==> src/rtl/mw_cook_if.sv <==
// Microwave cook controller bus: keypad/strobe inputs, display, magnetron and status outputs.
// Latency: wires only, no storage.
// Backpressure: none; all inputs are single-cycle strobes or levels, outputs always valid.
// Signals:
//   key_valid/key_code      keypad digit strobe
//   power_set/power_level   power level load strobe
//   start/stop/clear        control strobes
//   door_closed             door interlock level (1 = closed)
//   mag_on                  magnetron enable (gated by door)
//   time_bcd                {min MSD..min LSD, sec tens, sec ones}
//   state                   IDLE=0 SET=1 COOK=2 PAUSE=3 DONE=4
//   done_beep/tick_1hz      beeper enable, 1 Hz pulse while COOK or DONE
interface mw_cook_if #(
   parameter int MIN_DIGITS = 2
);
   localparam int W = 4 * (MIN_DIGITS + 2);

   logic         key_valid;
   logic [3:0]   key_code;
   logic         power_set;
   logic [3:0]   power_level;
   logic         start;
   logic         stop;
   logic         clear;
   logic         door_closed;
   logic         mag_on;
   logic [W-1:0] time_bcd;
   logic [2:0]   state;
   logic         done_beep;
   logic         tick_1hz;

   modport master (
      output key_valid, key_code, power_set, power_level, start, stop, clear, door_closed,
      input  mag_on, time_bcd, state, done_beep, tick_1hz
   );

   modport slave (
      input  key_valid, key_code, power_set, power_level, start, stop, clear, door_closed,
      output mag_on, time_bcd, state, done_beep, tick_1hz
   );
endinterface

==> src/rtl/mw_cook_controller.sv <==
// Microwave cook controller: keypad entry, MM:SS BCD countdown, power duty cycling, done beep.
// Latency: strobes act on the next clk edge; mag_on also drops combinationally with the door.
// Backpressure: none; strobes are never stalled, lower-priority strobes in the same cycle are dropped.
// Ports: clk, rst (async active-high), bus (mw_cook_if.slave, see interface header).
module mw_cook_controller #(
   parameter int CLK_HZ       = 100,
   parameter int MIN_DIGITS   = 2,
   parameter int POWER_LEVELS = 10,
   parameter int QUICK_S      = 30,
   parameter int DONE_BEEP_S  = 3
) (
   input logic      clk,
   input logic      rst,
   mw_cook_if.slave bus
);
   localparam int W  = 4 * (MIN_DIGITS + 2);
   localparam int ND = MIN_DIGITS + 2;
   localparam int PW = $clog2(CLK_HZ);
   localparam int BW = (DONE_BEEP_S > 1) ? $clog2(DONE_BEEP_S) : 1;
   localparam logic [PW-1:0] PRESC_MAX = PW'(CLK_HZ - 1);
   localparam logic [BW-1:0] BEEP_MAX  = BW'(DONE_BEEP_S - 1);
   localparam logic [3:0]    PWR_MAX   = 4'(POWER_LEVELS);
   localparam logic [3:0]    WIN_MAX   = 4'(POWER_LEVELS - 1);

   typedef enum logic [2:0] {
      S_IDLE  = 3'd0,
      S_SET   = 3'd1,
      S_COOK  = 3'd2,
      S_PAUSE = 3'd3,
      S_DONE  = 3'd4
   } state_t;

   state_t        state_q, state_n;
   logic [W-1:0]  time_q, time_n;
   logic [3:0]    power_q, power_n;
   logic [PW-1:0] presc_q, presc_n;
   logic [3:0]    window_q, window_n;
   logic [BW-1:0] beep_q, beep_n;
   logic          mag_reg, mag_n;
   logic          tick;
   logic [W-1:0]  key_shift;

   // One-second BCD decrement; seconds tens borrows from 5, all other digits from 9.
   function automatic logic [W-1:0] bcd_dec(input logic [W-1:0] t);
      logic [W-1:0] r;
      logic         borrow;
      r      = t;
      borrow = 1'b1;
      for (int d = 0; d < ND; d++) begin
         if (borrow) begin
            if (t[4*d +: 4] == 4'd0) begin
               r[4*d +: 4] = (d == 1) ? 4'd5 : 4'd9;
            end else begin
               r[4*d +: 4] = t[4*d +: 4] - 4'd1;
               borrow      = 1'b0;
            end
         end
      end
      return r;
   endfunction

   assign tick      = ((state_q == S_COOK) || (state_q == S_DONE)) && (presc_q == PRESC_MAX);
   assign key_shift = {time_q[W-5:0], bus.key_code};

   always_comb begin
      state_n  = state_q;
      time_n   = time_q;
      power_n  = power_q;
      window_n = window_q;
      beep_n   = beep_q;
      presc_n  = '0;

      if (bus.clear) begin
         state_n = S_IDLE;
         time_n  = '0;
      end else begin
         unique case (state_q)
            S_IDLE, S_SET: begin
               if (bus.stop) begin
                  // Stop while entering time cancels the entry.
                  state_n = S_IDLE;
                  time_n  = '0;
               end else if (bus.start) begin
                  if (bus.door_closed) begin
                     state_n = S_COOK;
                     if (state_q == S_IDLE) begin
                        time_n      = '0;
                        time_n[7:0] = {4'(QUICK_S / 10), 4'(QUICK_S % 10)};
                     end
                  end
               end else if (!bus.power_set && bus.key_valid && (bus.key_code <= 4'd9)) begin
                  time_n  = key_shift;
                  state_n = (key_shift != '0) ? S_SET : S_IDLE;
               end
            end
            S_COOK: begin
               // Completion wins over stop and door opening on the final tick.
               if (tick && (time_q == W'(1))) begin
                  state_n = S_DONE;
                  time_n  = '0;
               end else begin
                  if (tick) begin
                     time_n   = bcd_dec(time_q);
                     window_n = (window_q == WIN_MAX) ? 4'd0 : window_q + 4'd1;
                  end
                  if (bus.stop || !bus.door_closed) state_n = S_PAUSE;
               end
            end
            S_PAUSE: begin
               if (bus.stop) begin
                  state_n = S_IDLE;
                  time_n  = '0;
               end else if (bus.start && bus.door_closed) begin
                  state_n = S_COOK;
               end
            end
            S_DONE: begin
               if (bus.stop || bus.start || bus.key_valid) begin
                  state_n = S_IDLE;
               end else if (tick) begin
                  if (beep_q == BEEP_MAX) state_n = S_IDLE;
                  else                    beep_n  = beep_q + 1'b1;
               end
            end
            default: begin
               state_n = S_IDLE;
               time_n  = '0;
            end
         endcase

         if (bus.power_set && !bus.stop && !bus.start && (bus.power_level != 4'd0)) begin
            power_n = (bus.power_level > PWR_MAX) ? PWR_MAX : bus.power_level;
         end
      end

      // Entering COOK restarts the duty window; entering DONE restarts the beep count.
      if ((state_n == S_COOK) && (state_q != S_COOK)) window_n = 4'd0;
      if ((state_n == S_DONE) && (state_q != S_DONE)) beep_n   = '0;

      // Prescaler only runs while staying in COOK/DONE; every entry starts a fresh second.
      if (((state_n == S_COOK) || (state_n == S_DONE)) && (state_n == state_q)) begin
         presc_n = tick ? '0 : presc_q + 1'b1;
      end

      mag_n = (state_n == S_COOK) && (window_n < power_n);
   end

   always_ff @(posedge clk or posedge rst) begin
      if (rst) begin
         state_q  <= S_IDLE;
         time_q   <= '0;
         power_q  <= PWR_MAX;
         presc_q  <= '0;
         window_q <= 4'd0;
         beep_q   <= '0;
         mag_reg  <= 1'b0;
      end else begin
         state_q  <= state_n;
         time_q   <= time_n;
         power_q  <= power_n;
         presc_q  <= presc_n;
         window_q <= window_n;
         beep_q   <= beep_n;
         mag_reg  <= mag_n;
      end
   end

   // Door gate is combinational so opening the door cuts the magnetron within the cycle.
   assign bus.mag_on    = mag_reg & bus.door_closed;
   assign bus.time_bcd  = time_q;
   assign bus.state     = state_q;
   assign bus.done_beep = (state_q == S_DONE);
   assign bus.tick_1hz  = tick;
endmodule
==> src/flat_wrapper.sv <==
// flat-port wrapper written by rule: the top's interface ports become plain ports
module mw_cook_controller_flat 
#(
   parameter int CLK_HZ       = 100,
   parameter int MIN_DIGITS   = 2,
   parameter int POWER_LEVELS = 10,
   parameter int QUICK_S      = 30,
   parameter int DONE_BEEP_S  = 3
)
  (clk, rst, bus_key_valid, bus_key_code, bus_power_set, bus_power_level, bus_start, bus_stop, bus_clear, bus_door_closed, bus_mag_on, bus_time_bcd, bus_state, bus_done_beep, bus_tick_1hz);
  mw_cook_if #(.MIN_DIGITS(MIN_DIGITS)) bus_i ();
  input logic clk;
  input logic rst;
  input wire logic [$bits(bus_i.key_valid)-1:0] bus_key_valid;
  input wire logic [$bits(bus_i.key_code)-1:0] bus_key_code;
  input wire logic [$bits(bus_i.power_set)-1:0] bus_power_set;
  input wire logic [$bits(bus_i.power_level)-1:0] bus_power_level;
  input wire logic [$bits(bus_i.start)-1:0] bus_start;
  input wire logic [$bits(bus_i.stop)-1:0] bus_stop;
  input wire logic [$bits(bus_i.clear)-1:0] bus_clear;
  input wire logic [$bits(bus_i.door_closed)-1:0] bus_door_closed;
  output wire logic [$bits(bus_i.mag_on)-1:0] bus_mag_on;
  output wire logic [$bits(bus_i.time_bcd)-1:0] bus_time_bcd;
  output wire logic [$bits(bus_i.state)-1:0] bus_state;
  output wire logic [$bits(bus_i.done_beep)-1:0] bus_done_beep;
  output wire logic [$bits(bus_i.tick_1hz)-1:0] bus_tick_1hz;
  assign bus_i.key_valid = bus_key_valid;
  assign bus_i.key_code = bus_key_code;
  assign bus_i.power_set = bus_power_set;
  assign bus_i.power_level = bus_power_level;
  assign bus_i.start = bus_start;
  assign bus_i.stop = bus_stop;
  assign bus_i.clear = bus_clear;
  assign bus_i.door_closed = bus_door_closed;
  assign bus_mag_on = bus_i.mag_on;
  assign bus_time_bcd = bus_i.time_bcd;
  assign bus_state = bus_i.state;
  assign bus_done_beep = bus_i.done_beep;
  assign bus_tick_1hz = bus_i.tick_1hz;
  mw_cook_controller #(.CLK_HZ(CLK_HZ), .MIN_DIGITS(MIN_DIGITS), .POWER_LEVELS(POWER_LEVELS), .QUICK_S(QUICK_S), .DONE_BEEP_S(DONE_BEEP_S)) u_core (.clk(clk), .rst(rst), .bus(bus_i));
endmodule
==> config.mk <==
export PLATFORM = sky130hd
export DESIGN_NAME = mw_cook_controller_flat
export DESIGN_NICKNAME = d
export VERILOG_FILES = /design/src/rtl/mw_cook_if.sv /design/src/rtl/mw_cook_controller.sv /design/src/flat_wrapper.sv
export SDC_FILE = /design/constraint.sdc
export NUM_CORES = 1
export LEC_CHECK = 0
export BUFFER_PORTS_ARGS = -buffer_cell sky130_fd_sc_hd__buf_4
export CORE_UTILIZATION = 52
export DETAILED_ROUTE_END_ITERATION = 10
export GPL_ROUTABILITY_DRIVEN = 0
export PLACE_DENSITY = 0.77
export SETUP_SLACK_MARGIN = 0.2
export SYNTH_ARGS = -nofsm -noshare
export SYNTH_HDL_FRONTEND = slang
export SYNTH_SLANG_ARGS = --single-unit
==> constraint.sdc <==
create_clock -name clk -period 3 [get_ports clk]
set_input_delay 0.6 -clock clk [delete_from_list [all_inputs] [get_ports clk]]
set_output_delay 0.6 -clock clk [all_outputs]
set_load 0.01 [all_outputs]
# Yosys cells after proc, flatten, opt, wreduce, memory -nomap -nowiden

Cells that the tools add are included.

Flip-flop bits (word level): 37
Output and inout bits: 22
Logic and storage cells: 147

Add/sub/neg operators: 7
$lt $le $gt $ge: 3
Eq/ne operators: 25
Multiplexer cells: 65
Bitwise operators: 1
Reduce and logical (&&, ||, !) cells: 36

Operator list:

| cell                | count |
|---|---|
| $mux 16             | 9 |
| $mux 4              | 16 |
| $pmux 16 s4         | 1 |
| $mux 3              | 12 |
| $reduce_and 7->1    | 3 |
| $mux 1              | 18 |
| $eq 16x1->1 const B | 1 |
| $logic_not 4->1     | 4 |
| $reduce_bool 16->1  | 1 |
| $sub 4x1->4 const B | 4 |
| $mux 7              | 2 |
| $logic_and 1x1->1   | 12 |
| $mux 2              | 6 |
| $ne 4x4->1 const B  | 3 |
| $pmux 3 s4          | 1 |
| $ne 5x4->1 const B  | 2 |
| $eq 3x2->1 const B  | 3 |
| $add 7x1->7 const B | 1 |
| $eq 7x7->1 const B  | 1 |
| $eq 3x3->1 const B  | 2 |
| $ne 2x2->1 const B  | 3 |
| $ne 3x3->1 const B  | 2 |
| $reduce_and 6->1    | 1 |
| $logic_or 1x1->1    | 5 |
| 20 further kinds    | 24 |

# Longest topological paths before layout

Gate-level depths: netlist of run 1.

Depth after elaboration: 22
Depth in mapped cells: 14

# Worst setup path after synthesis of run 1

Ideal clock, no wire load.

Kind: reg-to-reg
Start point: reg u_core.presc_q[2]
End point: reg u_core.mag_reg
Arrival time: 3.159 ns
Required time: 2.912 ns
Slack: -0.248 ns
Cell stages (with the launch flop): 13
Period minus slack after synthesis: 3.248 ns
Path through: dfrtp_1 -> or4b_4 -> or2_0 -> buf_2 -> or3_1 -> clkbuf_1 -> or4_1 -> a21oi_1 -> ha_1 -> a21o_1 -> a21oi_1 -> nand3_1 -> a41oi_1

Cells in the longest elaborated chain, start to end: 11

Ends and longest elaborated chain:

| what                                        | RTL line                                            | source |
|---|---|---|
| start, declared                             | mw_cook_controller.sv:36                            | `logic [PW-1:0] presc_q, presc_n;` |
| start signal, assigned                      | mw_cook_controller.sv:161                           | `presc_q <= presc_n;` |
| $eq 7x7->1 *                                | mw_cook_controller.sv:62                            | `assign tick = ((state_q == S_COOK) \|\| (state_q == S_DONE)) && (presc_q == PRESC_MAX);` |
| $logic_and 1x1->1 *                         | mw_cook_controller.sv:62                            |  |
| $mux 3 or $logic_and 1x1->1 (tied branches) | mw_cook_controller.sv:120, mw_cook_controller.sv:98 |  |
| $mux 3, on equally long branches            | mw_cook_controller.sv:118, mw_cook_controller.sv:98 |  |
| $pmux 3 s4                                  | mw_cook_controller.sv:77                            | `unique case (state_q)` |
| $mux 3                                      | mw_cook_controller.sv:73                            | `if (bus.clear) begin` |
| $eq 3x2->1                                  | mw_cook_controller.sv:137                           | `if ((state_n == S_COOK) && (state_q != S_COOK)) window_n = 4'd0;` |
| $logic_and 1x1->1                           | mw_cook_controller.sv:137                           |  |
| $mux 4 *                                    | mw_cook_controller.sv:137                           |  |
| via u_core.window_n[2]                      | mw_cook_controller.sv:37                            | `logic [3:0] window_q, window_n;` |
| $lt 4x4->1 *                                | mw_cook_controller.sv:145                           | `mag_n = (state_n == S_COOK) && (window_n < power_n);` |
| $logic_and 1x1->1 *                         | mw_cook_controller.sv:145                           |  |
| via u_core.mag_n                            | mw_cook_controller.sv:39                            | `logic mag_reg, mag_n;` |
| end signal, assigned                        | mw_cook_controller.sv:164                           | `mag_reg <= mag_n;` |
| end, declared                               | mw_cook_controller.sv:39                            |  |

The timed path passes the listed nets; every way through them passes the cells marked *.
A chain may end at the register's enable or synchronous reset.

# Worst setup path in the final report of run 1

Same ends and word-level chain as after synthesis.

==> impl_metrics.env, run 1 <==
export IMPL_final_hold_viol_count=0
export IMPL_ys_ff_latch=37
export IMPL_cp_max_fo=2
export IMPL_synthAdderAreaFrac_pct=6.302
export IMPL_grt_remaining_overflow=0
export IMPL_skew_ns=0.003872
export IMPL_fp_dieArea_mm2=0.005250
export IMPL_fmax_mhz=326.8
export IMPL_crit_buf_inv=0
export IMPL_final_cell_mix="73 x buf_4, 35 x nand2_1, 35 x dfrtp_1"
export IMPL_slew_violations=0
export IMPL_cts_sinks=37
export IMPL_route_met2_wl_um=3309
export IMPL_violations="negative setup slack"
export IMPL_status="complete, but fails checks"
export IMPL_port_buffers=37
export IMPL_cp_required_ns=3.21
export IMPL_synth_top_family_by_area="simple AND/OR/NAND/NOR gates"
export IMPL_htree_levels=2
export IMPL_drc=0
export IMPL_grtUsageTotal_pct=27.45
export IMPL_synth_seq_area_share_pct=35.97
export IMPL_syn_cell_area_mm2=0.002581
export IMPL_grt_pass1_wl_um=11140
export IMPL_clk_pin_slew_worst_paths_ns=0.07
export IMPL_cp_end_kind="register"
export IMPL_synth_flop_cell="dfrtp_1"
export IMPL_p_leak_nw=1.537
export IMPL_drive_above_1_share_pct=25.94
export IMPL_place_hpwl_um=5103
export IMPL_routed_wl_met3_um=443
export IMPL_fin_area_mm2=0.003302
export IMPL_ir_worst_vdd_mv=0.2806
export IMPL_grt_max_degree=38
export IMPL_top_layer="met4"
export IMPL_worstHoldPathType="primary input to asynchronous set/reset pin"
export IMPL_cp_top_family="simple AND/OR/NAND/NOR gates"
export IMPL_final_common_cell="buf_4"
export IMPL_largest_reg_flops=16
export IMPL_via_count=2596
export IMPL_synth_nets=332
export IMPL_ys_warn_count=0
export IMPL_cts_tree="yes"
export IMPL_antenna_cells=0
export IMPL_dieHeight_um=72.46
export IMPL_wl_per_cell_um=15.32
export IMPL_avgViaCountPerCell=5.887
export IMPL_power_mw=1.195
export IMPL_synth_edff_count=0
export IMPL_row_count=25
export IMPL_area_growth_pct=27.92
export IMPL_reg2reg_to="u_core.mag_reg"
export IMPL_tightest_slew_ns=0.6039
export IMPL_start_util_pct=54.29
export IMPL_placed_cell_area_mm2=0.003156
export IMPL_r2r_start="u_core.presc_q[2]"
export IMPL_cp_slowest_stage_delay_ns=0.54
export IMPL_ios=38
export IMPL_crit_chain="or4b_4 > or2_1 > or3_4 > or4_4 > a21oi_4 > ha_4 > a21o_1 > a21oi_1 > nand3_1 > a41oi_2"
export IMPL_met1_length_um=2846
export IMPL_async_flop_share_pct=100.0
export IMPL_firstDrtPassIters=4
export IMPL_numCtsBuffers=5
export IMPL_insertion_delay_ns=0.29
export IMPL_finalCritPeriodShare_pct=102.0
export IMPL_synth_compound_area_share_pct=23.75
export IMPL_cp_arrival_ns=3.27
export IMPL_grt_pass1_vias=2450
export IMPL_synth_area_mux_share_pct=1.163
export IMPL_period_needed_ns=3.060
export IMPL_wl_um=6755
export IMPL_relSlewSlack_pct=59.74
export IMPL_worst_setup_path_type="register to register"
export IMPL_synth_xor_area_share_pct=3.054
export IMPL_setup_violations=1
export IMPL_yosys_area_share_simple_pct=25.35
export IMPL_crit_start="u_core.presc_q[2]"
export IMPL_reg2regPathDepth=10
export IMPL_ff2ff_setup_slack_ns=-0.06
export IMPL_p_per_area_mw_per_mm2=362.0
export IMPL_synth_distinct_cells=54
export IMPL_startpoint_type="register"
export IMPL_root_buffer="clkbuf_8"
export IMPL_maxCapViolations=0
export IMPL_avgSynthCellArea_um2=8.519
export IMPL_coreArea_mm2=0.004755
export IMPL_setup_ws_ns=-0.05969
export IMPL_antenna_found_initial=0
export IMPL_die_x_um=72.46
export IMPL_cts_buffer_depth=2
export IMPL_crit_slowest_cell="or4b_4"
export IMPL_ant_nets=0
export IMPL_rsz0062_at_grt="true"
export IMPL_syn_inst=303
export IMPL_fin_nets=402
export IMPL_drtIter0Drc=198
area by class of cell:
class	instances	area (um^2)
inverter	20	75.07
clock inverter	2	10.01
sequential	37	928.4
timing repair buffer	73	548.0
multi-input combinational	236	1584
fill	411	1453
tap	67	83.83
clock buffer	6	72.57
kinds of logic (layout without fill, tap and decap cells):
family,count (synthesis),count (layout)
buffers and inverters,30,101
multiplexers,3,3
AO/OA/AOI/OAI,86,86
adder cells (fa/ha/maj),13,13
flip-flops,37,37
XOR/XNOR,9,9
AND/OR/NAND/NOR,125,125
worst max path at each step:
stage | to | slack, ns | cells after the start
finish | u_core.mag_reg | -0.06 | 10
detailed placement | u_core.mag_reg | -0.08 | 10
global placement | u_core.mag_reg | -0.01 | 10
floorplan | u_core.mag_reg | -0.23 | 12
global route | u_core.mag_reg | -0.14 | 10
CTS | u_core.mag_reg | -0.09 | 10
per-layer routing:
| layer | track usage (%) | vias to the layer above |
|---|---|---|
| li1 | - | 1247 |
| met1 | 33.57 | 1228 |
| met2 | 48.39 | 100 |
| met3 | 4.722 | 21 |
| met4 | 10.02 | 0 |
| met5 | 0 | - |
worst reg2reg max path: cells and delay by family (launching register included):
kind            cells  cell delay [ns]
flops               1             0.38
compound gates      4             0.64
simple gates        5             1.76
fa+ha+maj           1             0.22
power by group:
group          switching [mW]  internal, mW
sequential             0.0134         0.528
combinational           0.180         0.135
clock                   0.178         0.161
per-stage QoR:
stage	hold slack, ns	setup TNS, ns	cells	util (%)	setup WS, ns
6_report	0.4161	-0.05969	441	69.45	-0.05969
3_5_place_dp	0.4946	-0.07657	430	66.37	-0.07657
2_1_floorplan	0.4601	-0.2255	303	-	-0.2255
3_3_place_gp	0.4875	-0.01061	430	66.37	-0.01061
5_1_grt	0.4853	-0.1380	441	69.45	-0.1380
4_1_cts	0.4369	-0.08867	440	68.76	-0.08867
what timing repair did:
item,4_1_cts,5_1_grt
pin swaps,2,1
buffers inserted,2,1
gates cloned,0,0
gates resized for setup,4,3
setup endpoints to repair,1,6
endpoints found under the hold margin,0,0
hold buffers,0,0
Yosys cell counts, drive strengths merged (3+ instances only):
library cell,number,area [um^2]
nor4b,4,50.05
nand3,6,30.03
a22o,15,131.4
o31ai,6,45.04
or3,5,31.28
nor2b,3,18.77
o21ai,15,75.07
dfrtp,35,875.8
xor2,4,35.03
nor2,29,108.9
or2,5,31.28
clkbuf,8,30.03
a21o,4,30.03
mux2i,3,30.03
a21oi,21,108.9
nor4,3,18.77
ha,13,162.7
a22oi,3,22.52
nor3,16,80.08
inv,20,75.07
nand2,35,131.4
xnor2,5,43.79
nor3b,10,75.07
Note: power is estimated with default switching activity, not from simulation.
==> run 2: changes to the inputs <==
--- a/config.mk
+++ b/config.mk
@@ -6,11 +6,11 @@
 export NUM_CORES = 1
 export LEC_CHECK = 0
 export BUFFER_PORTS_ARGS = -buffer_cell sky130_fd_sc_hd__buf_4
-export CORE_UTILIZATION = 52
+export CORE_UTILIZATION = 55
 export DETAILED_ROUTE_END_ITERATION = 10
 export GPL_ROUTABILITY_DRIVEN = 0
 export PLACE_DENSITY = 0.77
-export SETUP_SLACK_MARGIN = 0.2
+export SETUP_SLACK_MARGIN = 0.05
 export SYNTH_ARGS = -nofsm -noshare
 export SYNTH_HDL_FRONTEND = slang
 export SYNTH_SLANG_ARGS = --single-unit
==> constraint.sdc (replaced) <==
create_clock -name clk -period 3.77 [get_ports clk]
set_input_delay 0.754 -clock clk [delete_from_list [all_inputs] [get_ports clk]]
set_output_delay 0.754 -clock clk [all_outputs]
set_load 0.01 [all_outputs]
==> impl_metrics.env, run 2 (synthesized netlist as in run 1, its figures left out) <==
export IMPL_final_hold_viol_count=0
export IMPL_cp_max_fo=8
export IMPL_finalCritPeriodShare_pct=92.02
export IMPL_fin_setup_tns_ns=0
export IMPL_wl_per_cell_um=15.56
export IMPL_antenna_cells=0
export IMPL_p_leak_nw=1.362
export IMPL_worstHoldPathType="register to register"
export IMPL_skew_ns=0.005475
export IMPL_drtIter0Drc=154
export IMPL_ctsHoldBuffers=0
export IMPL_place_hpwl_um=4636
export IMPL_antenna_found_initial=0
export IMPL_grt_pass1_wl_um=10470
export IMPL_wl_um=6115
export IMPL_firstDrtPassIters=7
export IMPL_setup_violations=0
export IMPL_cts_tree="yes"
export IMPL_relSlewSlack_pct=41.29
export IMPL_port_buffers=37
export IMPL_drc=4
export IMPL_insertion_delay_ns=0.29
export IMPL_fin_nets=369
export IMPL_cp_arrival_ns=3.68
export IMPL_fin_area_mm2=0.002998
export IMPL_grt_pass1_vias=2301
export IMPL_status="complete, but fails checks"
export IMPL_clk_pin_slew_worst_paths_ns=0.07
export IMPL_dieHeight_um=70.51
export IMPL_tightest_slew_ns=0.8775
export IMPL_grt_max_degree=21
export IMPL_crit_slowest_cell="or4b_4"
export IMPL_grtUsageTotal_pct=26.93
export IMPL_ir_worst_vdd_mv=0.2757
export IMPL_ios=38
export IMPL_crit_chain="or4b_4 > or2_0 > or3_1 > or4_1 > a21oi_1 > ha_1 > a21o_1 > a21oi_1 > nand3_1 > a41oi_1"
export IMPL_avgViaCountPerCell=6.142
export IMPL_power_uw=923.2
export IMPL_area_growth_pct=16.14
export IMPL_die_x_um=70.51
export IMPL_cp_end_kind="register"
export IMPL_reg2regPathDepth=10
export IMPL_startpoint_type="register"
export IMPL_post_cts_buffers=0
export IMPL_slew_violations=0
export IMPL_cts_resized=0
export IMPL_cts_sinks=37
export IMPL_numCtsBuffers=5
export IMPL_violations="design-rule violations"
export IMPL_cts_buffer_depth=2
export IMPL_final_common_cell="buf_4"
export IMPL_maxCapViolations=0
export IMPL_crit_buf_inv=0
export IMPL_cp_required_ns=3.98
export IMPL_period_needed_ns=3.469
export IMPL_cp_depth=10
export IMPL_fp_dieArea_mm2=0.004971
export IMPL_htree_levels=2
export IMPL_ff2ff_setup_slack_ns=0.30
export IMPL_fmax_mhz=288.3
export IMPL_crit_top_cell="a21oi_1"
export IMPL_grt_remaining_overflow=0
export IMPL_p_per_area_mw_per_mm2=307.9
export IMPL_cp_top_family="simple AND/OR/NAND/NOR gates"
export IMPL_largest_reg_flops=16
export IMPL_final_cell_mix="40 x buf_4, 35 x nand2_1, 35 x dfrtp_1"
export IMPL_start_util_pct=58.08
export IMPL_drive_above_1_share_pct=16.72
export IMPL_cp_slowest_stage_delay_ns=0.56
export IMPL_via_count=2414
export IMPL_rsz0062_at_grt="false"
export IMPL_root_buffer="clkbuf_8"
export IMPL_placed_cell_area_mm2=0.002908
export IMPL_coreArea_mm2=0.004444
export IMPL_ant_nets=0
export IMPL_row_count=24
export IMPL_worst_setup_path_type="register to register"
export IMPL_holdPathStages=1
run 2: layout make-up:
class                      instances  area (um^2)
multi-input combinational        236         1539
fill                             381         1446
sequential                        37        928.4
timing repair buffer              40        300.3
clock buffer                       8        90.09
inverter                          20        75.07
tap                               52        65.06
run 2: metal layers:
metal	vias up	wire length, um	track usage [%]
met4	0	131	12.24
met1	1132	2642	34.84
li1	1182	-	-
met3	11	422	5.916
met5	-	0	0
met2	89	2919	43.26
run 2: path summary, 6_finish.rpt:
check / from / end
setup / recovery: u_core.presc_q[2] / u_core.mag_reg
hold / removal: u_core.power_q[0] / u_core.power_q[0]
setup reg to reg: u_core.presc_q[2] / u_core.mag_reg
hold reg to reg: u_core.power_q[0] / u_core.power_q[0]
max in group asynchronous: rst / u_core.presc_q[0]
min in group asynchronous: rst / u_core.power_q[2]
run 2: per-stage QoR:
stage,instances,hold WS [ns],util (%),setup WS (ns)
floorplan,303,0.4601,-,0.5221
global placement,385,0.5107,65.43,0.4358
detailed placement,385,0.5287,65.43,0.3489
CTS,393,0.5471,67.46,0.3149
global route,393,0.5746,67.46,0.1302
finish,393,0.5375,67.46,0.3009
run 2: power by group:
part / internal, mW / leakage, nW / switching [mW] / total [mW]
logic: 0.0805 / 0.814 / 0.119 / 0.200
clock network: 0.149 / 0.0455 / 0.133 / 0.282
registers: 0.420 / 0.503 / 0.0210 / 0.441
